## src/rtl/snitch_cluster_hw_barrier.sv

```systemverilog
// Cluster hardware barrier: holds barrier accesses until all
// participating cores arrive, then releases them together.
module snitch_cluster_hw_barrier #(
  parameter int unsigned NrCores    = 8,
  parameter int unsigned EpochWidth = 32
) (
  input  logic                  clk_i,
  input  logic                  rst_ni,
  input  logic [NrCores-1:0]    barrier_req_valid_i,
  output logic [NrCores-1:0]    barrier_req_ready_o,
  output logic [NrCores-1:0]    barrier_rsp_valid_o,
  input  logic [NrCores-1:0]    barrier_rsp_ready_i,
  input  logic [NrCores-1:0]    participant_mask_i,
  output logic [NrCores-1:0]    arrived_o,
  output logic [EpochWidth-1:0] epoch_o,
  output logic [NrCores-1:0]    barrier_stall_o
);

  typedef enum logic [1:0] {
    Idle,
    Gather,
    Release
  } state_e;

  typedef logic [NrCores-1:0] core_vec_t;

  state_e    state_q, state_d;
  core_vec_t arrived_q, arrived_d;
  core_vec_t np_pend_q, np_pend_d;
  core_vec_t mask_q, mask_d;
  logic [EpochWidth-1:0] epoch_q, epoch_d;

  core_vec_t live_mask;
  core_vec_t member;
  core_vec_t accept;
  core_vec_t join_v;
  core_vec_t rsp_fire;
  core_vec_t gathered;
  logic      in_rel;

  // Before the mask is latched, membership follows the live mask.
  assign live_mask = (participant_mask_i == '0) ? '1 : participant_mask_i;
  assign member    = (state_q == Idle) ? live_mask : mask_q;
  assign in_rel    = (state_q == Release);

  assign barrier_req_ready_o =
    ~arrived_q & ~np_pend_q & {NrCores{~in_rel}};
  assign barrier_rsp_valid_o =
    np_pend_q | (arrived_q & {NrCores{in_rel}});

  assign accept   = barrier_req_valid_i & barrier_req_ready_o;
  assign join_v   = accept & member;
  assign rsp_fire = barrier_rsp_valid_o & barrier_rsp_ready_i;
  assign gathered = arrived_q | join_v;

  always_comb begin
    state_d   = state_q;
    arrived_d = arrived_q;
    mask_d    = mask_q;
    epoch_d   = epoch_q;
    np_pend_d = (np_pend_q & ~rsp_fire) | (accept & ~member);
    unique case (state_q)
      Idle: begin
        if (|join_v) begin
          mask_d    = live_mask;
          arrived_d = join_v;
          state_d   = (join_v == live_mask) ? Release : Gather;
        end
      end
      Gather: begin
        arrived_d = gathered;
        if (gathered == mask_q) begin
          state_d = Release;
        end
      end
      Release: begin
        arrived_d = arrived_q & ~rsp_fire;
        if (arrived_d == '0) begin
          state_d = Idle;
          epoch_d = epoch_q + EpochWidth'(1);
        end
      end
      default: state_d = Idle;
    endcase
  end

  always_ff @(posedge clk_i or negedge rst_ni) begin
    if (!rst_ni) begin
      state_q   <= Idle;
      arrived_q <= '0;
      np_pend_q <= '0;
      mask_q    <= '0;
      epoch_q   <= '0;
    end else begin
      state_q   <= state_d;
      arrived_q <= arrived_d;
      np_pend_q <= np_pend_d;
      mask_q    <= mask_d;
      epoch_q   <= epoch_d;
    end
  end

  assign arrived_o       = arrived_q;
  assign epoch_o         = epoch_q;
  assign barrier_stall_o = arrived_q | np_pend_q;

endmodule

```

## config.mk

```make
export PLATFORM = sky130hd
export DESIGN_NAME = snitch_cluster_hw_barrier
export DESIGN_NICKNAME = d
export VERILOG_FILES = /design/src/rtl/snitch_cluster_hw_barrier.sv
export SDC_FILE = /design/constraint.sdc
export NUM_CORES = 1
export LEC_CHECK = 0
export CORE_MARGIN = 2
export CORE_UTILIZATION = 48
export DETAILED_ROUTE_END_ITERATION = 12
export PLACE_DENSITY_LB_ADDON = 0.25
export REMOVE_ABC_BUFFERS = 1
export SYNTH_ARGS = -nofsm -noshare
export SYNTH_HDL_FRONTEND = slang
export SYNTH_SLANG_ARGS = --single-unit
```

## constraint.sdc

```tcl
create_clock -name clk_i -period 3 [get_ports clk_i]
set_input_delay 0.45 -clock clk_i [delete_from_list [all_inputs] [get_ports clk_i]]
set_output_delay 0.45 -clock clk_i [all_outputs]
set_load 0.1 [all_outputs]
```

### Word level (Yosys, flattened, before mapping)

Index checks and enable logic that the tools add are counted.

* output and inout bits: 64
* flip-flop bits (word level): 58

* bitwise operators: 18
* equality and inequality tests: 7
* add/subtract/negate cells: 1
* reductions and logical operators: 9
* multiplexer cells: 9

Operators by type and width (count)
* 8-bit bitwise AND: 9
* 32-bit by 1-bit adder with 32-bit output (second input constant): 1
* 8-bit NOT: 4
* 8-bit OR: 4
* 8-bit 2-to-1 mux: 3
* 8-bit case mux with 3 select lines: 1
* 8-bit equality test: 2
* 8-bit zero test: 2
* 2-bit 2-to-1 mux: 4
* 8-bit OR reduction: 1
* 2-bit case mux with 3 select lines: 1
* 2-bit AND reduction: 3
* 2-bit by 1-bit != test with 1-bit output (second input constant): 2
* 3-bit AND reduction: 1
* 3-bit nonzero test: 1
* 2-bit by 1-bit equality test with 1-bit output (second input constant): 1
* 2-bit equality test (second input constant): 1
* 2-bit zero test: 1
* 2-bit != test (second input constant): 1
* 1-bit NOT: 1

### Depth between registers and ports, before layout

Gate-level depths: netlist of the first run.

* word-level depth: 9
* mapped depth: 12
* mapped depth without buffers: 9

### Least setup slack after synthesis of the first run

No wires, ideal clock.

* kind: reg-to-output
* start point: register state_q[0]
* end point: output barrier_rsp_valid_o[5]
* data arrival time: 3508 ps
* slack: -958 ps
* cell stages (with the launch flop): 8
* data required time: 2550 ps
* path through: dfrtp_1 inv_1 ha_1 buf_6 buf_2 buf_1 inv_2 o21ai_0

* cells in the longest elaborated chain, start to end: 3

Ends and longest elaborated chain
* start: declaration: line 27 `state_e state_q, state_d;`
* start signal: assignment: line 89 `state_q <= Idle;`
* start signal: assignment: line 95 `state_q <= state_d;`
* 2-bit equality test: line 44 `assign in_rel = (state_q == Release);`
* 8-bit bitwise AND: line 49 `np_pend_q | (arrived_q & {NrCores{in_rel}});`
* 8-bit OR: line 49
* end: declaration: line 11 `output logic [NrCores-1:0] barrier_rsp_valid_o,`

No other way between the ends.

### Final worst setup path of the first run

* start point: register state_q[0]
* end point: register epoch_q[31] (netlist: epoch_o[31])

* cells in the longest elaborated chain, start to end: 8

Ends and longest elaborated chain
* 2-bit equality test *: line 44, 62
* 8-bit bitwise AND: line 49
* 8-bit OR: line 49
* 8-bit bitwise AND: line 53 `assign rsp_fire = barrier_rsp_valid_o & barrier_rsp_ready_i;`
* 8-bit NOT: line 77 `arrived_d = arrived_q & ~rsp_fire;`
* 8-bit bitwise AND: line 77
* 8-bit zero test: line 78 `if (arrived_d == '0) begin`
* 2-bit AND reduction (no source line) *
* end signal: assignment: line 99 `epoch_q <= epoch_d;`
* end: declaration: line 31 `logic [EpochWidth-1:0] epoch_q, epoch_d;`

Mark *: on every way between the ends. The rest lies on a longest branch, timed or not.
A chain may end at the register's enable or synchronous reset.

==> results of run 1 <==
[layer usage]
| metal | vias up | share of wire | track usage |
|---|---|---|---|
| met5 | - | 0 | 0 |
| met4 | 0 | 0.018 | 0.0990 |
| met3 | 19 | 0.070 | 0.0506 |
| met2 | 199 | 0.46 | 0.472 |
| met1 | 2021 | 0.45 | 0.438 |
| li1 | 1941 | - | - |
[registers in the layout (all words and copies together), names as in the netlist]
signal,cells
arrived_o,8
state_q,2
epoch_o,32
mask_q,8
np_pend_q,8
[kinds of logic (layout without fill, tap and decap cells)]
group                      count (synthesis)  count (layout)
and+or+nand+nor                          173             173
AOI/OAI and AO/OA                        132             132
DFF                                       58              58
buffers and inverters                     50             196
xor gates and xnor gates                  31              31
adders and majority gates                  5               5
muxes                                      2               2
[per-stage QoR]
step	setup TNS, ns	hold slack (ns)	std cells	utilization	instance area, sq um
after floorplan	-7.71	0.154	424	-	3740
after global placement	-0.808	0.465	680	0.670	5200
after detailed placement	-1.15	0.477	680	0.670	5200
after CTS	0	0.291	696	0.699	5430
after global routing	-0.0608	0.337	699	0.704	5470
final	0	0.230	699	0.704	5470
[final cells by class]
class | instances | area [sq um] | share of cell area
repair buffers | 157 | 1370 | 0.250
flip-flops and latches | 58 | 1450 | 0.266
clock buffers | 11 | 141 | 0.0259
clock inverters | 5 | 77.6 | 0.0142
multi-input cells | 343 | 2210 | 0.405
well taps | 102 | 128 | 0.0233
inverters | 23 | 86.3 | 0.0158
[Yosys cell counts, types with 3 or more instances]
| cell | n | area, sq um |
|---|---|---|
| or2_2 | 7 | 43.8 |
| o32ai_1 | 3 | 26.3 |
| or3_1 | 5 | 31.3 |
| o22a_1 | 8 | 70.1 |
| o22ai_1 | 12 | 75.1 |
| o21ai_0 | 31 | 155 |
| clkbuf_1 | 16 | 60.1 |
| nor2b_1 | 3 | 18.8 |
| or4b_1 | 7 | 70.1 |
| nand4_1 | 9 | 56.3 |
| nor3b_1 | 3 | 22.5 |
| inv_1 | 22 | 82.6 |
| xnor2_1 | 23 | 201 |
| nor2_1 | 51 | 191 |
| xor2_1 | 8 | 70.1 |
| a22oi_1 | 6 | 45.0 |
| nand3_1 | 11 | 55.1 |
| buf_2 | 5 | 25.0 |
| and2_1 | 3 | 18.8 |
| buf_1 | 3 | 11.3 |
| o41ai_1 | 4 | 35.0 |
| nor4_2 | 3 | 37.5 |
| dfrtp_1 | 58 | 1450 |
| nor3_1 | 8 | 40.0 |
| a221oi_1 | 9 | 78.8 |
| nand2_1 | 34 | 128 |
| and3_1 | 8 | 50.1 |
| a21oi_1 | 39 | 195 |
| ha_1 | 5 | 62.6 |
| nor4b_1 | 4 | 35.0 |
[critical path: stages, from the launching register on]
cell	delay [ns]
dfrtp_1	0.38
inv_1	0.10
ha_2	0.26
buf_8	0.17
o21ai_0	0.18
a22oi_1	0.35
nand4_1	0.21
or3_4	0.45
nor3_4	0.28
buf_4	0.18
nand4_1	0.11
xnor2_1	0.14
[how the worst max path moves through the flow]
stage	from	end	slack, ns
after floorplan	state_q[0]	barrier_rsp_valid_o[5]	-1.03
after global placement	participant_mask_i[6]	arrived_o[0]	-0.08
after detailed placement	participant_mask_i[6]	arrived_o[2]	-0.10
after CTS	state_q[0]	epoch_o[23]	0.04
after global routing	state_q[0]	epoch_o[31]	-0.03
final	state_q[0]	epoch_o[31]	0.06
[repair_timing]
action,CTS,global route
hold buffers,0,0
resized for setup,1,4
setup endpoints to repair,3,12
pin swaps,1,1
buffers inserted,0,3
==> impl_metrics.ini, run 1 <==
[clock_tree]
clock_sinks = 58
htreeDepth = 3
clockBufferDepth = 2
insertion_delay_ns = 0.35
root_buffer = clkbuf_8
cts_buffers = 9
clkTransAtPathRegs_ns = 0.07
cts_tree = done

[synth]
postSynthCellCount = 451
synth_compound_area_frac = 0.224
synth_simple_gate_area_frac = 0.253
synth_area_sq_um = 3860
ys_ff_latch = 58
ys.flop_type = dfrtp_1
synth_seq_area_share = 0.376
syn_avg_cell_area_sq_um = 8.57
synth.distinct_cells = 63
ys_warn_count = 0
async_reset_ff_frac = 1.00
synth_xor_area_frac = 0.0703
synthMuxAreaShare = 0.00551
synth_top_family_by_area = simple AND/OR/NAND/NOR gates
synth-edff-count = 0
synthAdderAreaFrac = 0.0162

[place]
post-place-ws_ns = -0.100
hpwl_mm = 9.65
io_buffers = 89
gp_congestion = 0.997

[final_layout]
layout_common_cells = buf_4, dfrtp_1, nor2_1
final_layout_size_suffix_gt1_frac = 0.286
n_fill_cell = 625
antennaDiodeCount = 0
synthToLayoutAreaGrowth_pct = 41.5
nets = 623
final_common_cell = buf_4

[global_route]
grt_antenna_before_repair = 0
grt.overflow.total = 0
track_usage = 0.306
grt_max_degree = 59
grt_first_pass_wirelength_mm = 20.7
first_global_vias = 3955

[critical_path]
reg2reg_slack_ns = 0.06
critPathKind = reg2reg
crit_arrival_ns = 3.18
worstPathRequired_ns = 3.24
reg2reg_depth = 11
crit_fanout = 16
worstSetupStartpointType = flop
end_kind = flop
regToRegStartpoint = state_q[0]
worstReg2RegEnd = epoch_o[31]

[run]
cap_violations = 0

[detailed_routing]
antenna_left = 0
dr.pass1.iters = 5
vias = 4180
drc = 0
wl_mm = 13.0
drtIter0Drc = 288
wl_per_cell_um = 18.6
vias_per_cell = 5.98

[timing]
setup_ws_ns = 0.0627
hold_violations = 0
final_max_slew_viol_count = 0
fin_skew_ns = 0.0103
setup_viol = 0
fmax_mhz = 340
slew_headroom = 0.463
min_period_ns = 2.94
tightest_slew_ns = 0.806
min_period_over_period = 0.979

[floorplan]
die_height_um = 93.7
initial_core_util = 0.497
num_io_pins = 90
core_area_sq_um = 7770
rows = 32
die_area_sq_um = 8780
fp.dieW_um = 93.7

[min_path]
min_path_type = in2async

[status]
outcome = finished clean
Power of run 1 is not shown: default switching activity piles up to over one toggle a cycle in this logic, so the estimate is an artifact.
==> run 2, diff against run 1 <==
- CORE_MARGIN: 2 -> 3
- GPL_TIMING_DRIVEN: unset -> 0
==> run 2 against run 1 <==
Net effect: the flow now finishes with violations (negative setup slack); global-route usage down 0.90 points; clock-buffer cell count stayed put; worst hold slack better by 0.20 ns; register-to-register slack worse by 0.04 ns; first-iteration DRC count grew 46%; critical path type is now in2reg.
==> impl_metrics.ini, run 2 (synthesis gave the netlist of run 1 again) <==
[status]
outcome = complete, but fails checks
violations = negative setup slack

[global_route]
grt_antenna_before_repair = 0
first_global_vias = 3929
grt.overflow.total = 0
grt_first_pass_wirelength_mm = 20.8
grt_max_degree = 43
track_usage = 0.297

[timing]
min_period_ns = 3.01
hold_violations = 0
tightest_slew_ns = 0.999
setup_ws_ns = -0.0100
setup_viol = 2
final_max_slew_viol_count = 0
fmax_mhz = 332
slew_headroom = 0.332
rsz0062_at_grt = true
fin_skew_ns = 0.0110
min_period_over_period = 1.00

[detailed_routing]
vias = 4235
vias_per_cell = 6.40
wl_mm = 14.1
drtIter0Drc = 420
dr.pass1.iters = 5
met2_length_mm = 6.61
routed.top_layer = met4
drt-met1-wl_mm = 5.85
met3_length_mm = 1.24
wl_per_cell_um = 21.3
drc = 0
antenna_left = 0

[place]
hpwl_mm = 8.69
post-place-ws_ns = -2.31
io_buffers = 89
gp_congestion = 0.962

[clock_tree]
root_buffer = clkbuf_8
insertion_delay_ns = 0.35
htreeDepth = 3
clock_sinks = 58
clockBufferDepth = 2
clkTransAtPathRegs_ns = 0.07
cts_tree = done
cts_buffers = 9

[floorplan]
die_area_sq_um = 9160
fp.dieW_um = 95.7
rows = 32
num_io_pins = 90
core_area_sq_um = 7770
die_height_um = 95.7
initial_core_util = 0.497

[critical_path]
crit_end = mask_q[7]
crit_arrival_ns = 3.22
critPathKind = in2reg
startpoint = participant_mask_i[1]
worstSetupStartpointType = primary input
end_kind = flop
worstPathRequired_ns = 3.21
reg2reg_depth = 9
reg2reg_slack_ns = 0.02
crit_fanout = 14
worstReg2RegEnd = state_q[0]
regToRegStartpoint = state_q[1]

[run]
cap_violations = 0

[final_layout]
layout_common_cells = clkdlybuf4s50_1, dfrtp_1, nor2_1
final_common_cell = clkdlybuf4s50_1
synthToLayoutAreaGrowth_pct = 42.0
final_layout_size_suffix_gt1_frac = 0.161
antennaDiodeCount = 0
nets = 586
n_fill_cell = 640
largest_reg_flops = 32

[min_path]
min_path_type = in2async
-- run 2: cell types whose count changed in the layout (fill, tap and decap cells not counted), moves of 3 or more --
cell             previous run  this run
dlymetal6s2s_1              0        13
nor4_4                      0         3
buf_12                     10         5
buf_6                       0         3
clkdlybuf4s50_1            24        73
buf_4                     121        19
a21oi_2                     1         4
a21oi_1                    39        36
-- run 2: final cells by class --
class	instances	area (sq um)	area share
inverters	23	86.3	0.0157
repair buffers	120	1270	0.231
well taps	102	128	0.0233
clock inverters	5	53.8	0.00981
multi-input cells	343	2360	0.430
clock buffers	11	141	0.0258
flip-flops and latches	58	1450	0.265
-- run 2: through the flow --
| stage | instance area, sq um | cells | TNS, ns | util | hold slack, ns |
|---|---|---|---|---|---|
| after floorplan | 3740 | 424 | -7.71 | - | 0.154 |
| after global placement | 4760 | 615 | -90.18 | 0.612 | 0.462 |
| after detailed placement | 4800 | 617 | -66.53 | 0.618 | 0.253 |
| after CTS | 5270 | 652 | 0 | 0.678 | 0.422 |
| after global routing | 5490 | 662 | -0.339 | 0.706 | 0.425 |
| final | 5490 | 662 | -0.0193 | 0.706 | 0.426 |
-- run 2: timing repair --
action / CTS / global route
resized for setup: 20 / 35
pin swaps: 8 / 14
setup endpoints to repair: 69 / 49
hold endpoints to repair: 1 / 0
hold buffers: 1 / 0
setup buffers: 18 / 9
gates cloned: 0 / 1
-- run 2: worst max-delay path, cell delays in order --
cell             delay (ns)
clkdlybuf4s50_1        0.57
nor4_4                 0.42
buf_6                  0.23
a21oi_1                0.18
a211o_1                0.41
and4b_2                0.31
a41oi_4                0.25
and2_4                 0.29
a21oi_2                0.09
-- run 2: metal layers --
metal  GRT usage  vias to the layer above
met4       0.107                        0
met3      0.0735                       48
met5           0                        -
met2       0.450                      218
met1       0.412                     2100
li1            -                     1869
-- run 2: worst min-delay path by stage --
stage | start | endpoint | slack [ns] | depth (start not counted)
detailed placement | rst_ni | np_pend_q[3] | 0.25 | 1
floorplan | rst_ni | arrived_o[0] | 0.15 | 0
global placement | epoch_o[31] | epoch_o[31] | 0.46 | 1
finish | rst_ni | np_pend_q[3] | 0.43 | 2
global route | rst_ni | np_pend_q[3] | 0.42 | 2
CTS | rst_ni | np_pend_q[3] | 0.42 | 2
Power of run 2 is left out for the same reason.
==> run 3, diff against run 2 <==
- CTS_BUF_LIST: unset -> sky130_fd_sc_hd__clkbuf_8
==> run 3 against run 2 <==
Net effect: the flow still finishes with violations (negative setup slack); flip-flop and latch count did not move; sequential share of layout area unchanged; first-iteration DRC count stayed put; critical endpoint is now state_q[0]; largest cell class unchanged.
==> impl_metrics.ini, run 3 (synthesis gave the netlist of run 1 again) <==
[critical_path]
max_stage_delay_ns = 0.57
startpoint = participant_mask_i[1]
regToRegStartpoint = state_q[1]
worstReg2RegEnd = state_q[0]
crit_fanout = 14
end_kind = flop
slowest_stage = clkdlybuf4s50_1
critPathKind = in2reg
worstPathRequired_ns = 3.23
crit_end = state_q[0]
crit_chain = clkdlybuf4s50_1 -> nor4_4 -> buf_6 -> a21oi_1 -> a211o_1 -> and4b_2 -> a41oi_4 -> buf_4 -> a21oi_2 -> a41o_1
reg2reg_depth = 9
crit_arrival_ns = 3.24
reg2reg_slack_ns = 0.02
worstSetupStartpointType = primary input

[detailed_routing]
routed.top_layer = met4
vias_per_cell = 6.33
drc = 0
vias = 4188
antenna_left = 0
drtIter0Drc = 420
met3_length_mm = 1.25
drt-met1-wl_mm = 5.83
dr.pass1.iters = 5
wl_mm = 14.0
wl_per_cell_um = 21.2
met2_length_mm = 6.64

[floorplan]
rows = 32
fp.dieW_um = 95.7
die_area_sq_um = 9160
core_area_sq_um = 7770
die_height_um = 95.7
initial_core_util = 0.497
num_io_pins = 90

[run]
cap_violations = 0

[timing]
final_max_slew_viol_count = 0
hold_violations = 0
slew_headroom = 0.332
min_period_ns = 3.01
rsz0062_at_grt = true
min_period_over_period = 1.00
setup_ws_ns = -0.00807
tightest_slew_ns = 1.00
fin_skew_ns = 0.0110
setup_viol = 2
fmax_mhz = 332
finalSetupTns_ns = -0.0138

[clock_tree]
cts_buffers = 9
clkTransAtPathRegs_ns = 0.07
htreeDepth = 3
insertion_delay_ns = 0.34
clockBufferDepth = 2
clock_sinks = 58
cts_tree = done
root_buffer = clkbuf_8

[status]
outcome = complete, but fails checks
violations = negative setup slack

[global_route]
grt_max_degree = 43
grt_antenna_before_repair = 0
grt.overflow.total = 0
track_usage = 0.297
grt_first_pass_wirelength_mm = 20.8
first_global_vias = 3929

[final_layout]
n_fill_cell = 640
regArea_sq_um = 1450
multi_input_area_sq_um = 2360
largest_reg_flops = 32
layout_common_cells = clkdlybuf4s50_1, dfrtp_1, nor2_1
stdcell_count = 662
final_common_cell = clkdlybuf4s50_1
nets = 586
post-route-util = 0.706
final_layout_size_suffix_gt1_frac = 0.161
synthToLayoutAreaGrowth_pct = 42.0
antennaDiodeCount = 0

[place]
dp_cells = 617
hpwl_mm = 8.69
io_buffers = 89
gp_congestion = 0.962

[min_path]
min_path_type = in2async
run 3: cell types whose count changed in the layout (fill, tap and decap cells not counted), sizes merged:
cell | before | now
inv | 23 | 24
clkbuf | 13 | 12
run 3: routing by layer:
metal  vias up  track usage
li1       1870            -
met1      2069        0.412
met2       215        0.450
met3        34       0.0735
met4         0        0.107
met5         -            0
run 3: worst max-delay path, delay by kind of cell:
family,cells,cell delay [ns]
AND/OR/NAND/NOR,2,0.72
AO/OA/AOI/OAI,5,1.09
buffers and inverters,3,0.96
run 3: timing repair:
| item | 4_1_cts | 5_1_grt |
|---|---|---|
| setup endpoints to repair | 69 | 49 |
| hold buffers | 1 | 0 |
| resized for setup | 20 | 35 |
| cloned | 0 | 1 |
| pin swaps | 8 | 14 |
| setup buffers | 18 | 9 |
| endpoints found under the hold margin | 1 | 0 |
run 3: how the worst min path moves through the flow:
stage | to | slack, ns | start | cells after the start
4_1_cts | np_pend_q[3] | 0.42 | rst_ni | 2
6_report | np_pend_q[3] | 0.43 | rst_ni | 2
5_1_grt | np_pend_q[3] | 0.42 | rst_ni | 2
3_3_place_gp | epoch_o[31] | 0.46 | epoch_o[31] | 1
2_1_floorplan | arrived_o[0] | 0.15 | rst_ni | 0
3_5_place_dp | np_pend_q[3] | 0.25 | rst_ni | 1
run 3: through the flow:
stage,cell area [sq um],worst slack (ns),hold WS [ns]
after floorplan,3740,-1.03,0.154
after global placement,4760,-2.35,0.462
after detailed placement,4800,-2.31,0.253
after CTS,5270,0.0105,0.422
after global routing,5490,-0.0682,0.425
final,5490,-0.00807,0.429
run 3: layout make-up:
cell class                 instances  share of cell area
clock buffer                      10              0.0251
clock inverter                     6              0.0105
inverter                          23              0.0157
multi-input combinational        343               0.430
sequential                        58               0.265
tap                              102              0.0233
timing repair buffer             120               0.231
Power of run 3 is left out for the same reason.
